**src/rtl/imem_loader_pkg.sv**
```systemverilog
// rtl/imem_loader_pkg.sv - shared constants, state type and NOP helper for the program loader
package imem_loader_pkg;

  localparam logic [7:0]  LOADER_HEADER   = 8'hA5;
  localparam logic [31:0] NOP_INSTRUCTION = 32'hE000_0000;
  // Wide enough for byte counts up to 262140 plus one.
  localparam int          CNT_W           = 18;

  typedef enum logic [2:0] {
    ST_IDLE,
    ST_LEN_HI,
    ST_LEN_LO,
    ST_DATA,
    ST_CHECK,
    ST_FILL,
    ST_DONE,
    ST_ERR
  } state_t;

  // Big-endian lane select: lane 0 holds instruction bits [31:24].
  function automatic logic [7:0] nop_byte(input logic [1:0] lane);
    return NOP_INSTRUCTION[{~lane, 3'b000} +: 8];
  endfunction

endpackage

```
**src/rtl/imem_loader_if.sv**
```systemverilog
// rtl/imem_loader_if.sv - valid/ready byte stream from the host link into the loader
interface imem_loader_if;

  logic [7:0] in_data;
  logic       in_valid;
  logic       in_ready;

  modport master (output in_data, output in_valid, input in_ready);
  modport slave  (input in_data, input in_valid, output in_ready);

endinterface

```
**src/rtl/imem_loader.sv**
```systemverilog
// rtl/imem_loader.sv - receives a framed program image and writes it byte-wise into instruction memory
module imem_loader
  import imem_loader_pkg::*;
#(
  parameter int MEM_SIZE = 16,
  parameter int ADDR_W   = 32,
  parameter int WORD_LEN = 8
) (
  input  logic                clk,
  input  logic                rst,
  imem_loader_if.slave        host,
  output logic                mem_we,
  output logic [ADDR_W-1:0]   mem_addr,
  output logic [WORD_LEN-1:0] mem_wdata,
  output logic                cpu_hold,
  output logic                done,
  output logic                error
);

  localparam logic [CNT_W-1:0] MEM_BYTES = CNT_W'(MEM_SIZE);

  state_t              state, state_n;
  logic [CNT_W-1:0]    cnt, cnt_n;
  logic [15:0]         nwords, nwords_n;
  logic [7:0]          sum, sum_n;
  logic                rdy_n, we_n, done_n, error_n, hold_n;
  logic [ADDR_W-1:0]   addr_n;
  logic [WORD_LEN-1:0] wdata_n;
  logic [15:0]         len_rx;
  logic [CNT_W-1:0]    len_bytes, total;
  logic                acc;

  assign acc       = host.in_valid & host.in_ready;
  assign total     = {nwords, 2'b00};
  assign len_rx    = {nwords[15:8], host.in_data};
  assign len_bytes = {len_rx, 2'b00};

  always_ff @(posedge clk or posedge rst) begin
    if (rst) begin
      state         <= ST_IDLE;
      cnt           <= '0;
      nwords        <= '0;
      sum           <= '0;
      host.in_ready <= 1'b0;
      mem_we        <= 1'b0;
      mem_addr      <= '0;
      mem_wdata     <= '0;
      cpu_hold      <= 1'b1;
      done          <= 1'b0;
      error         <= 1'b0;
    end else begin
      state         <= state_n;
      cnt           <= cnt_n;
      nwords        <= nwords_n;
      sum           <= sum_n;
      host.in_ready <= rdy_n;
      mem_we        <= we_n;
      mem_addr      <= addr_n;
      mem_wdata     <= wdata_n;
      cpu_hold      <= hold_n;
      done          <= done_n;
      error         <= error_n;
    end
  end

  always_comb begin
    state_n  = state;
    cnt_n    = cnt;
    nwords_n = nwords;
    sum_n    = sum;
    we_n     = 1'b0;
    addr_n   = mem_addr;
    wdata_n  = mem_wdata;
    done_n   = done;
    error_n  = error;
    hold_n   = cpu_hold;
    unique case (state)
      ST_IDLE, ST_DONE, ST_ERR: begin
        if (acc && host.in_data == LOADER_HEADER) begin
          state_n = ST_LEN_HI;
          done_n  = 1'b0;
          error_n = 1'b0;
          hold_n  = 1'b1;
          sum_n   = '0;
          cnt_n   = '0;
        end
      end
      ST_LEN_HI: begin
        if (acc) begin
          nwords_n = {host.in_data, 8'h00};
          state_n  = ST_LEN_LO;
        end
      end
      ST_LEN_LO: begin
        if (acc) begin
          nwords_n = len_rx;
          if (len_rx == 16'd0 || len_bytes > MEM_BYTES) begin
            state_n = ST_ERR;
            error_n = 1'b1;
          end else begin
            state_n = ST_DATA;
          end
        end
      end
      ST_DATA: begin
        if (acc) begin
          we_n    = 1'b1;
          addr_n  = ADDR_W'(cnt);
          wdata_n = WORD_LEN'(host.in_data);
          sum_n   = sum + host.in_data;
          cnt_n   = cnt + CNT_W'(1);
          if (cnt == total - CNT_W'(1)) state_n = ST_CHECK;
        end
      end
      ST_CHECK: begin
        // cnt already equals 4N here, so FILL starts from the first unloaded byte.
        if (acc) begin
          if (host.in_data != sum) begin
            state_n = ST_ERR;
            error_n = 1'b1;
          end else if (total == MEM_BYTES) begin
            state_n = ST_DONE;
            done_n  = 1'b1;
            hold_n  = 1'b0;
          end else begin
            state_n = ST_FILL;
          end
        end
      end
      ST_FILL: begin
        we_n    = 1'b1;
        addr_n  = ADDR_W'(cnt);
        wdata_n = WORD_LEN'(nop_byte(cnt[1:0]));
        cnt_n   = cnt + CNT_W'(1);
        if (cnt == MEM_BYTES - CNT_W'(1)) begin
          state_n = ST_DONE;
          done_n  = 1'b1;
          hold_n  = 1'b0;
        end
      end
      default: state_n = ST_IDLE;
    endcase
    rdy_n = (state_n != ST_FILL);
  end

endmodule

```
**src/flat_wrapper.sv**
```systemverilog
// flat-port wrapper written by rule: the top's interface ports become plain ports
module imem_loader_flat import imem_loader_pkg::*;
#(
  parameter int MEM_SIZE = 16,
  parameter int ADDR_W   = 32,
  parameter int WORD_LEN = 8
)
  (clk, rst, mem_we, mem_addr, mem_wdata, cpu_hold, done, error, host_in_data, host_in_valid, host_in_ready);
  imem_loader_if host_i ();
  input  logic clk;
  input  logic rst;
  output logic mem_we;
  output logic [ADDR_W-1:0] mem_addr;
  output logic [WORD_LEN-1:0] mem_wdata;
  output logic cpu_hold;
  output logic done;
  output logic error;
  input wire logic [$bits(host_i.in_data)-1:0] host_in_data;
  input wire logic [$bits(host_i.in_valid)-1:0] host_in_valid;
  output wire logic [$bits(host_i.in_ready)-1:0] host_in_ready;
  assign host_i.in_data = host_in_data;
  assign host_i.in_valid = host_in_valid;
  assign host_in_ready = host_i.in_ready;
  imem_loader #(.MEM_SIZE(MEM_SIZE), .ADDR_W(ADDR_W), .WORD_LEN(WORD_LEN)) u_core (.clk(clk), .rst(rst), .host(host_i), .mem_we(mem_we), .mem_addr(mem_addr), .mem_wdata(mem_wdata), .cpu_hold(cpu_hold), .done(done), .error(error));
endmodule
```
**config.mk**
```make
export PLATFORM = sky130hd
export DESIGN_NAME = imem_loader_flat
export DESIGN_NICKNAME = d
export VERILOG_FILES = /design/src/rtl/imem_loader_pkg.sv /design/src/rtl/imem_loader_if.sv /design/src/rtl/imem_loader.sv /design/src/flat_wrapper.sv
export SDC_FILE = /design/constraint.sdc
export NUM_CORES = 1
export LEC_CHECK = 0
export ABC_CLOCK_PERIOD_IN_PS = 3700
export BUFFER_PORTS_ARGS = -buffer_cell sky130_fd_sc_hd__buf_2
export CAP_MARGIN = 25
export CORE_ASPECT_RATIO = 1.1
export CORE_MARGIN = 10
export CORE_UTILIZATION = 50
export CTS_BUF_LIST = sky130_fd_sc_hd__clkbuf_4 sky130_fd_sc_hd__clkbuf_8
export DETAILED_ROUTE_END_ITERATION = 8
export HOLD_SLACK_MARGIN = 0.02
export PLACE_DENSITY_LB_ADDON = 0.05
export SETUP_SLACK_MARGIN = 0.4
export SYNTH_ARGS = -nofsm -noshare
export SYNTH_HDL_FRONTEND = slang
export SYNTH_SLANG_ARGS = --single-unit
```
**constraint.sdc**
```tcl
create_clock -name clk -period 3.7 [get_ports clk]
set_clock_uncertainty 0.05 [all_clocks]
set_input_delay 0.37 -clock clk [delete_from_list [all_inputs] [get_ports clk]]
set_output_delay 0.37 -clock clk [all_outputs]
set_load 0.05 [all_outputs]
```
==> impl_results.md, run 1 <==
* Logic pwr share at 27.7%
* Met1 usage at 20.2%
* Die width at 110 microns
* All-Layer GR Usage at 17.1%
* Critical path cell sequence: inv_1 > ha_1 > or4b_1 > a2111oi_0 > o32ai_1 > o21ai_0 > o2111ai_1 > o21bai_1 > o311ai_1
* Max cap viols at 0
* FFs w/ async S/R, synth at 100%
* Hold endpoint: u_core.nwords[15]
* Clock power frac at 29.3%
* Die ar. at 13,200 sq um
* Critical Path RT at 3.87 ns
* Post-synthesis register bit count at 76
* Dpl hpwl at 8040 microns
* GPL Wtd Cong at 0.847
* Number of synthesized flops with an enable pin at 0
* Worst R2R Start: u_core.nwords[0]
* # diodes at 0
* Max VDD drop at 0.295 mV
* Via/cell ratio at 5.74
* Synth Area per Inst at 9.32 sq um
* R2R cell count at 9
* H-tree Lvls at 3
* Clock Path Buffers at 2
* GRT met2 Usage at 28.7%
* Reg2Reg Setup Slack at 0.73 ns
* CP max-delay cell: or4b_1
* Setup TNS at 0 ns
* Final setup vio count at 0
* Critical Path Max Stage Delay at 0.62 ns
* F_max at 337 MHz
* Routed Wire Length at 11,300 microns
* Static Leak at 2.31 nW
* Yosys warns at 0
* Period utilization at 80.3%
* Distinct cells, synth at 62
* Die Height at 120 microns
* Largest net degree at the start of global routing at 77
* Synth Cell Area at 4500 sq um
* Critical path type: flip-flop to flip-flop
* CTS clk-pin slew, worst paths at 0.08 ns
* Placed instance count at 615
* Vias in the first global route at 3,632
* Clk sink count at 76
* Initial antenna violation count at 0
* Layout cells sized above 1 at 18.5%
* Final Hold Viols at 0
* Cts bufs inserted at 9
* Ports at 56
* Slew Limit Fails at 0
* Final min period at 2.97 ns
* TritonCTS clock tree: yes
* Synthesis-to-layout area growth at 10.8%
* First-pass GRT wire length at 18,500 microns
* Status: complete, no violations
* First-pass DRT Iterations at 4
* Std-Cell Rows at 36
* Iteration-0 DRC Markers at 192
* Reg-to-Reg End: u_core.state[1]
* Hold Crit Class: input pin to flip-flop
* PwrDens at 484 nW/um^2
* CP arrival at 3.14 ns
* Clk root buf: clkbuf_8
* Post-CTS resize count at 0
* HP Start: host_in_data[7]
* Startpoint types: flip-flop
* Core Area at 8830 sq um
* Post-route antenna net violation count at 0
* Flop pwr share at 43.0%
* Routed vias at 3,633
* Busiest grt layer: met2
* Final net count at 537
* Final Non-Filler Cells at 633
* Met3 Resource Use GR at 4.88%
* Hold Crit Depth at 3
* Hold_ws at 0.256 ns
* Port Buffers at 41
* Psw at 0.828 mW
* Post-synthesis sequential area ratio at 42.3%
* Clk Latency, worst-skew pair at 0.36 ns
* GRT overflow at 0
* Crit path max fanout at 7
* RSZ-0062 raised after global routing: no
* Slew @ Worst Pin at 0.871 ns
* Routed len/inst at 17.9 microns
* Int Power at 1.59 mW
* CP endpoint kind: flip-flop
* Ys flop type: dfrtp_1
* Sw frac at 34.3%
* Post-Synthesis Cells at 483
* Initial core utilization at 51.0%
* DRC Markers at 0
* Crit path buf inv count at 1
* Rel. slew slack at 41.5%
* Cell family with most CP delay: compound AO/OA/AOI/OAI gates
## cells in the final DEF, fill, tap and decap left out, types with 7 or more instances in the layout
| cell type | n |
|---|---|
| nand3_1 | 14 |
| conb_1 | 14 |
| mux2_2 | 20 |
| and3_1 | 10 |
| nor3_1 | 9 |
| a21oi_1 | 17 |
| o22ai_1 | 7 |
| nand4_1 | 10 |
| nor2_1 | 38 |
| buf_2 | 41 |
| nand2_1 | 69 |
| nor4_1 | 8 |
| mux2i_1 | 7 |
| ha_1 | 11 |
| xnor2_1 | 21 |
| inv_1 | 9 |
| a22o_1 | 9 |
| xor2_1 | 18 |
| o21ai_0 | 17 |
| clkbuf_8 | 10 |
| dfrtp_1 | 75 |
## worst max-delay path by stage
stage                           end              from  depth (start not counted)  slack (ns)
2_1_floorplan  u_core.host.in_ready  u_core.nwords[9]                          7        1.11
5_1_grt        u_core.host.in_ready  u_core.nwords[0]                          9        0.46
6_report            u_core.state[1]  u_core.nwords[0]                          9        0.73
3_3_place_gp   u_core.host.in_ready  u_core.nwords[0]                          9        0.85
4_1_cts        u_core.host.in_ready  u_core.nwords[0]                          9        0.70
3_5_place_dp        u_core.state[1]  u_core.nwords[0]                          9        0.73
## layout make-up
cell class	count	area, sq um
inverters	10	37.5
well taps	114	143
clock inverters	5	75.1
multi-input cells	368	2400
clock buffers	11	145
fillers	826	3840
repair buffers	49	288
flip-flops and latches	76	1900
## power by group through the flow
stage	clock [mW]	combinational, mW	sequential, mW
after floorplan	0	0.421	1.15
after CTS	0.731	0.671	1.04
after detailed placement	0	0.668	1.05
after global routing	0.768	0.741	1.06
final	0.708	0.669	1.04
after global placement	0	0.658	1.05
## cells by family (layout without fill, tap and decap cells)
kind of cell	after synthesis	in the layout	synth area share, %
multiplexers	28	28	7.06
flip-flops	76	76	42.3
other	1	14	0.0833
XOR/XNOR	39	39	7.59
adder cells (fa/ha/maj)	12	12	3.50
buffers and inverters	52	75	5.53
AO/OA/AOI/OAI	87	87	13.6
AND/OR/NAND/NOR	188	188	20.4
## cell usage after synthesis, drive strengths merged (2+ instances only)
| cell type | n | area (sq um) |
|---|---|---|
| dfrtp | 75 | 1880 |
| nand2 | 69 | 259 |
| nor2 | 38 | 143 |
| clkbuf | 26 | 98.8 |
| xnor2 | 21 | 184 |
| mux2 | 20 | 225 |
| xor2 | 18 | 158 |
| a21oi | 17 | 85.1 |
| o21ai | 17 | 85.1 |
| buf | 16 | 113 |
| nand3 | 14 | 70.1 |
| nor3 | 12 | 75.1 |
| ha | 11 | 138 |
| and3 | 10 | 62.6 |
| inv | 10 | 37.5 |
| nand4 | 10 | 62.6 |
| a22o | 9 | 78.8 |
| nor4 | 8 | 50.1 |
| mux2i | 7 | 70.1 |
| o22ai | 7 | 43.8 |
| a31oi | 5 | 31.3 |
| nand2b | 5 | 31.3 |
| nor2b | 5 | 31.3 |
| or3 | 4 | 25.0 |
| a21o | 3 | 22.5 |
| o311ai | 3 | 26.3 |
| or4 | 3 | 26.3 |
| a2111oi | 2 | 36.3 |
| a211oi | 2 | 15.0 |
| a41oi | 2 | 17.5 |
| nor3b | 2 | 15.0 |
| o2111ai | 2 | 17.5 |
| o21a | 2 | 15.0 |
| o21ba | 2 | 20.0 |
| o21bai | 2 | 15.0 |
| o31ai | 2 | 15.0 |
| o32a | 2 | 20.0 |
| o41ai | 2 | 17.5 |
## through the flow
| stage | area, sq um | power (mW) | utilization, % | setup slack (ns) |
|---|---|---|---|---|
| 5_1_grt | 4990 | 2.57 | 56.5 | 0.455 |
| 3_5_place_dp | 4730 | 1.72 | 53.6 | 0.731 |
| 6_report | 4990 | 2.41 | 56.5 | 0.729 |
| 2_1_floorplan | 4550 | 1.58 | - | 1.11 |
| 4_1_cts | 4950 | 2.44 | 56.1 | 0.701 |
| 3_3_place_gp | 4730 | 1.71 | 53.6 | 0.849 |
## layer usage
metal	part of all wire, %	routed length (microns)
met4	2.4	278
met3	4.5	516
met1	45	5110
met5	0	0
met2	48	5440
## state kept, by name, indices dropped and copies added, names as in the netlist
signal and cells:
u_core.cnt 18, u_core.cpu_hold 1, u_core.done 1, u_core.error 1, u_core.host.in_ready 1, u_core.mem_addr 18
u_core.mem_wdata 8, u_core.mem_we 1, u_core.nwords 16, u_core.state 3, u_core.sum 8
## worst register-to-register path, delay by kind of cell, from the launching register on
family	cells	cell delay (ns)
simple gates	1	0.62
compound gates	6	1.37
fa+ha+maj	1	0.26
flops	1	0.43
buf+inv	1	0.10
## what timing repair did
item	4_1_cts	5_1_grt
setup endpoints to repair	0	0
hold buffers	0	1
buffers inserted	0	0
hold endpoints to repair	0	22
Power figures use the tool's default switching activity.
==> run 2, diff against run 1 <==
ABC_CLOCK_PERIOD_IN_PS = 2950   (was 3700)
clock period = 2.95 ns   (was 3.7 ns; I/O delays follow)
==> run 2 against run 1 <==
Non-clock buffer count is 18 higher. Total power grew 28%. Combinational power is 26% higher. Register-to-register slack worse by 0.38 ns. Flip-flop and latch count is the same. Hold slack got worse by 0.061 ns. Utilization is 2.8 points higher. Maximum frequency rose by 14%. Setup slack worse by 0.38 ns. Cell count rose by 2.8%. Critical path depth stayed put. Largest cell class unchanged. Largest power group unchanged. Highest routed layer unchanged.
==> impl_results.md, run 2 (synthesis results as in run 1) <==
* Status: complete, no violations
* Routed len/inst at 17.9 microns (-0.27%)
* Rel. slew slack at 54.6% (+13 points)
* Most frequent cells in the layout: 73 x dfrtp_1, 69 x nand2_1, 41 x buf_2, 35 x nor2_1, 24 x buf_4
* DRC Markers at 0 (unchanged)
* Period utilization at 88.2% (+7.9 points)
* Slew @ Worst Pin at 0.680 ns (-0.191 ns)
* Slew Limit Fails at 0 (unchanged)
* First-pass GRT wire length at 19,000 microns (+2.6%)
* Dpl hpwl at 8220 microns (+2.2%)
* Routed Wire Length at 11,600 microns (+2.6%)
* Core Area at 8830 sq um (unchanged)
* Max VDD drop at 0.355 mV (+21%)
* Largest net degree at the start of global routing at 39 (-49%)
* Final net count at 555 (+3.4%)
* Ports at 56 (unchanged)
* GRT overflow at 0 (unchanged)
* Commonest non-fill, non-tap cell in the layout: dfrtp_1
* All-Layer GR Usage at 17.4% (+0.24 points)
* Static Leak at 2.42 nW (+4.7%)
* Die Height at 120 microns (unchanged)
* Setup TNS at 0 ns (unchanged)
* Startpoint types: flip-flop
* GPL Wtd Cong at 0.866 (+2.2%)
* Fin util at 59.3% (+2.8 points)
* Clk root buf: clkbuf_8
* Final min period at 2.60 ns (-0.370 ns)
* Initial core utilization at 51.0% (unchanged)
* Port Buffers at 41 (unchanged)
* Hold Crit Class: input pin to flip-flop
* Clock Path Buffers at 2 (unchanged)
* F_max at 384 MHz (+14%)
* Die width at 110 microns (unchanged)
* Clk sink count at 76 (unchanged)
* Cts bufs inserted at 9 (unchanged)
* Clk Latency, worst-skew pair at 0.35 ns (about the same)
* Post-route antenna net violation count at 0 (unchanged)
* CP endpoint kind: flip-flop
* Critical path type: flip-flop to flip-flop
* H-tree Lvls at 3 (unchanged)
* First-pass DRT Iterations at 4 (unchanged)
* Routed vias at 3,698 (+1.8%)
* Max cap viols at 0 (unchanged)
* Iteration-0 DRC Markers at 183 (-4.7%)
* Layout cells sized above 1 at 24.8% (+6.3 points)
* CTS clk-pin slew, worst paths at 0.08 ns (about the same)
* TritonCTS clock tree: yes
* Final setup vio count at 0 (unchanged)
* Critical Path RT at 3.12 ns (-0.75 ns)
* Std-Cell Rows at 36 (unchanged)
* Vias in the first global route at 3,737 (+2.9%)
* Via/cell ratio at 5.68 (-1.0%)
* Crit path max fanout at 7 (unchanged)
* Synthesis-to-layout area growth at 16.3%
* RSZ-0062 raised after global routing: yes
* PwrDens at 592 nW/um^2 (+22%)
* Initial antenna violation count at 0 (unchanged)
* Top Registers: u_core.cnt: 18 flops, u_core.mem_addr: 18 flops, u_core.nwords: 16 flops
* CP arrival at 2.77 ns (-0.37 ns)
* # diodes at 0 (unchanged)
* Final Hold Viols at 0 (unchanged)
* Die ar. at 13,200 sq um (unchanged)
-- run 2: cell count changes in the layout (fill, tap and decap cells not counted), moves of 2 or more --
cell,previous run,this run
buf_4,6,24
dfrtp_1,75,73
dfrtp_2,0,2
inv_1,9,7
nor2_1,38,35
nor2_2,0,2
nor3_1,9,7
o21ai_0,17,14
o21ai_2,0,2
-- run 2: path summary, 6_finish.rpt --
path | cells after the start | from | slack, ns | to
worst max-delay path | 9 | u_core.nwords[0] | 0.35 | u_core.state[1]
worst min-delay path | 3 | host_in_data[0] | 0.20 | u_core.nwords[8]
worst max register to register | 9 | u_core.nwords[0] | 0.35 | u_core.state[1]
worst min register to register | 1 | u_core.mem_addr[15] | 0.45 | u_core.mem_addr[15]
max in group asynchronous | 4 | rst | 1.47 | u_core.cnt[13]
min in group asynchronous | 3 | rst | 0.51 | u_core.mem_wdata[2]
-- run 2: area by class of cell --
cell class	count	area [sq um]
sequential	76	1910
clock buffer	11	139
timing repair buffer	67	407
inverter	10	38.8
tap	114	143
multi-input combinational	368	2500
clock inverter	5	100
fill	782	3590
-- run 2: power breakdown --
part | internal, mW | leakage [nW] | total (mW) | switching, mW
logic | 0.306 | 1.36 | 0.840 | 0.534
registers | 1.18 | 0.932 | 1.30 | 0.124
clock network | 0.578 | 0.124 | 0.958 | 0.380
total | 2.06 | 2.42 | 3.10 | 1.04
-- run 2: worst max-delay path, stage by stage, from the launching register on --
cell and delay (ns):
dfrtp_1 0.39, inv_2 0.10, ha_4 0.17, or4b_4 0.54
xnor2_1 0.16, o32a_1 0.33, o21ai_1 0.13, o2111ai_2 0.23
o21bai_1 0.24, o311ai_1 0.13
-- run 2: metal layers --
layer	up-vias	track usage (%)	part of all wire, %
li1	1786	-	-
met1	1801	20.4	42
met2	97	29.6	50
met3	14	4.38	6.4
met4	0	7.08	1.5
met5	-	0	0
-- run 2: stage by stage --
stage	hold slack (ns)	instances	setup slack, ns	cell area [sq um]	power [mW]
after floorplan	0.350	496	0.432	4570	1.98
after global placement	0.359	625	0.241	4820	2.15
after detailed placement	0.366	625	0.119	4820	2.16
after CTS	0.185	651	0.360	5180	3.13
after global routing	0.208	651	0.237	5240	3.27
final	0.195	651	0.348	5240	3.10
-- run 2: what timing repair did --
item,in CTS,in global routing
resized for setup,10,14
hold buffers,1,0
pin swaps,7,8
setup endpoints to repair,4,24
endpoints found under the hold margin,35,0
setup buffers,9,0
==> run 3, diff against run 2 <==
CTS_BUF_LIST = not set   (was sky130_fd_sc_hd__clkbuf_4 sky130_fd_sc_hd__clkbuf_8)
==> run 3 against run 2 <==
Sequential share of layout area is 0.16 points lower. Clock power is 2% lower. Maximum frequency is 1.2% higher. Wire length is 0.52% lower. Total power is 0.66% lower. Die area stayed put. Register-to-register slack better by 0.03 ns. Combinational power hardly changed. Cell count is 0.31% higher. Setup slack better by 0.030 ns.
==> impl_results.md, run 3 (synthesis results as in run 1) <==
* Clk root buf: clkbuf_8
* Flop pwr share at 42.2% (+0.2 points)
* Std-Cell Rows at 36 (unchanged)
* Critical path type: flip-flop to flip-flop
* Period utilization at 87.2% (-1.0 points)
* Commonest non-fill, non-tap cell in the layout: dfrtp_1
* Hold_ws at 0.196 ns (+0.000752 ns)
* Largest net degree at the start of global routing at 39 (unchanged)
* All-Layer GR Usage at 17.3% (about the same)
* Routed len/inst at 17.7 microns (-0.82%)
* Max VDD drop at 0.362 mV (+2.1%)
* First-pass GRT wire length at 19,000 microns (about the same)
* Routed vias at 3,732 (+0.92%)
* CP endpoint kind: flip-flop
* CP arrival at 2.74 ns (-0.03 ns)
* Most frequent cells in the layout: 73 x dfrtp_1, 69 x nand2_1, 41 x buf_2, 35 x nor2_1, 25 x buf_4
* H-tree Lvls at 3 (unchanged)
* Final net count at 557 (+0.36%)
* Dpl hpwl at 8220 microns (unchanged)
* Routed Wire Length at 11,600 microns (-0.52%)
* Placed instance count at 625 (unchanged)
* GPL Wtd Cong at 0.866 (unchanged)
* Layout cells sized above 1 at 24.7% (-0.092 points)
* Top Registers: u_core.cnt: 18 flops, u_core.mem_addr: 18 flops, u_core.nwords: 16 flops
* Initial antenna violation count at 0 (unchanged)
* Slew @ Worst Pin at 0.695 ns (+0.0149 ns)
* Initial core utilization at 51.0% (unchanged)
* F_max at 389 MHz (+1.2%)
* Cts bufs inserted at 9 (unchanged)
* Post-route antenna net violation count at 0 (unchanged)
* TritonCTS clock tree: yes
* Die Height at 120 microns (unchanged)
* Startpoint types: flip-flop
* Core Area at 8830 sq um (unchanged)
* Max cap viols at 0 (unchanged)
* Status: complete, no violations
* GRT overflow at 0 (unchanged)
* Clock Path Buffers at 2 (unchanged)
* Hold Crit Class: input pin to flip-flop
* Critical Path RT at 3.12 ns (about the same)
* Clock power frac at 30.5% (-0.4 points)
* Die ar. at 13,200 sq um (unchanged)
* Synthesis-to-layout area growth at 16.8%
* Final Non-Filler Cells at 653 (+0.31%)
* Ports at 56 (unchanged)
* Vias in the first global route at 3,744 (+0.19%)
* Port Buffers at 41 (unchanged)
* Via/cell ratio at 5.72 (+0.61%)
* Slew Limit Fails at 0 (unchanged)
* # diodes at 0 (unchanged)
* Setup TNS at 0 ns (unchanged)
* Final min period at 2.57 ns (-0.0297 ns)
* Rel. slew slack at 53.2% (-1.4 points)
* Placed cell area at 4820 sq um (unchanged)
* DRC Markers at 0 (unchanged)
* Iteration-0 DRC Markers at 135 (-26%)
* Clk Latency, worst-skew pair at 0.35 ns (about the same)
* Sw frac at 33.6% (+0.15 points)
* Final setup vio count at 0 (unchanged)
* Static Leak at 2.43 nW (+0.50%)
* CTS clk-pin slew, worst paths at 0.08 ns (about the same)
* Logic pwr share at 27.3% (+0.2 points)
* Die width at 110 microns (unchanged)
* Crit path max fanout at 7 (unchanged)
* Clk sink count at 76 (unchanged)
* Fin area at 5260 sq um (+0.45%)
* First-pass DRT Iterations at 4 (unchanged)
* Psw at 1.04 mW (-0.20%)
* PwrDens at 585 nW/um^2 (-1.1%)
* RSZ-0062 raised after global routing: yes
* Int Power at 2.04 mW (-0.89%)
* Final Hold Viols at 0 (unchanged)
run 3: cell count changes in the layout (fill, tap and decap cells not counted):
| cell | before | now |
|---|---|---|
| nor3_2 | 4 | 2 |
| nor3_4 | 1 | 3 |
| clkbuf_1 | 0 | 2 |
| clkbuf_4 | 2 | 0 |
| buf_6 | 1 | 2 |
| buf_4 | 24 | 25 |
run 3: stage by stage:
stage / setup slack (ns) / total power [mW] / util, %
after floorplan: 0.432 / 1.98 / -
after global placement: 0.241 / 2.15 / 54.6
after detailed placement: 0.119 / 2.16 / 54.6
after CTS: 0.366 / 3.11 / 58.6
after global routing: 0.264 / 3.25 / 59.6
final: 0.378 / 3.08 / 59.6
run 3: what timing repair did:
action,CTS,global route
resized for setup,10,17
setup buffers,9,2
hold buffers,1,0
cloned,0,0
endpoints found under the hold margin,35,0
setup endpoints to repair,4,24
pin swaps,7,15
run 3: area by class of cell:
cell class / instances / area [sq um]
clock buffer: 11 / 131
clock inverter: 5 / 100
fill: 779 / 3570
inverter: 10 / 38.8
multi-input combinational: 368 / 2510
sequential: 76 / 1910
tap: 114 / 143
timing repair buffer: 69 / 425
run 3: power groups by stage:
stage / clock, mW / sequential (mW) / combinational (mW)
final: 0.939 / 1.30 / 0.839
after global routing: 1.00 / 1.32 / 0.928
after CTS: 0.962 / 1.30 / 0.846
after detailed placement: 0 / 1.32 / 0.840
after global placement: 0 / 1.32 / 0.833
after floorplan: 0 / 1.45 / 0.528
run 3: final timing paths:
check,slack [ns],start,cells after the start,endpoint
max,0.38,u_core.nwords[0],9,u_core.state[1]
min,0.20,host_in_data[0],3,u_core.nwords[8]
max reg2reg,0.38,u_core.nwords[0],9,u_core.state[1]
min reg2reg,0.45,u_core.mem_addr[15],1,u_core.mem_addr[15]
max in group asynchronous,1.46,rst,4,u_core.cnt[13]
min in group asynchronous,0.51,rst,3,u_core.mem_wdata[2]
run 3: per-layer routing:
metal  up-vias  global-route usage [%]  part of all wire, %
met4         0                    7.08                  2.1
met2        99                    29.7                   50
met1      1822                    20.3                   42
met3        21                    4.38                  6.8
li1       1790                       -                    -
met5         -                       0                    0
run 3: critical path, stage by stage (launching register included):
cell	delay, ns
dfrtp_1	0.39
inv_2	0.09
ha_4	0.17
or4b_4	0.55
xnor2_1	0.16
o32a_1	0.33
o21ai_1	0.12
o2111ai_2	0.21
o21bai_1	0.24
o311ai_1	0.13
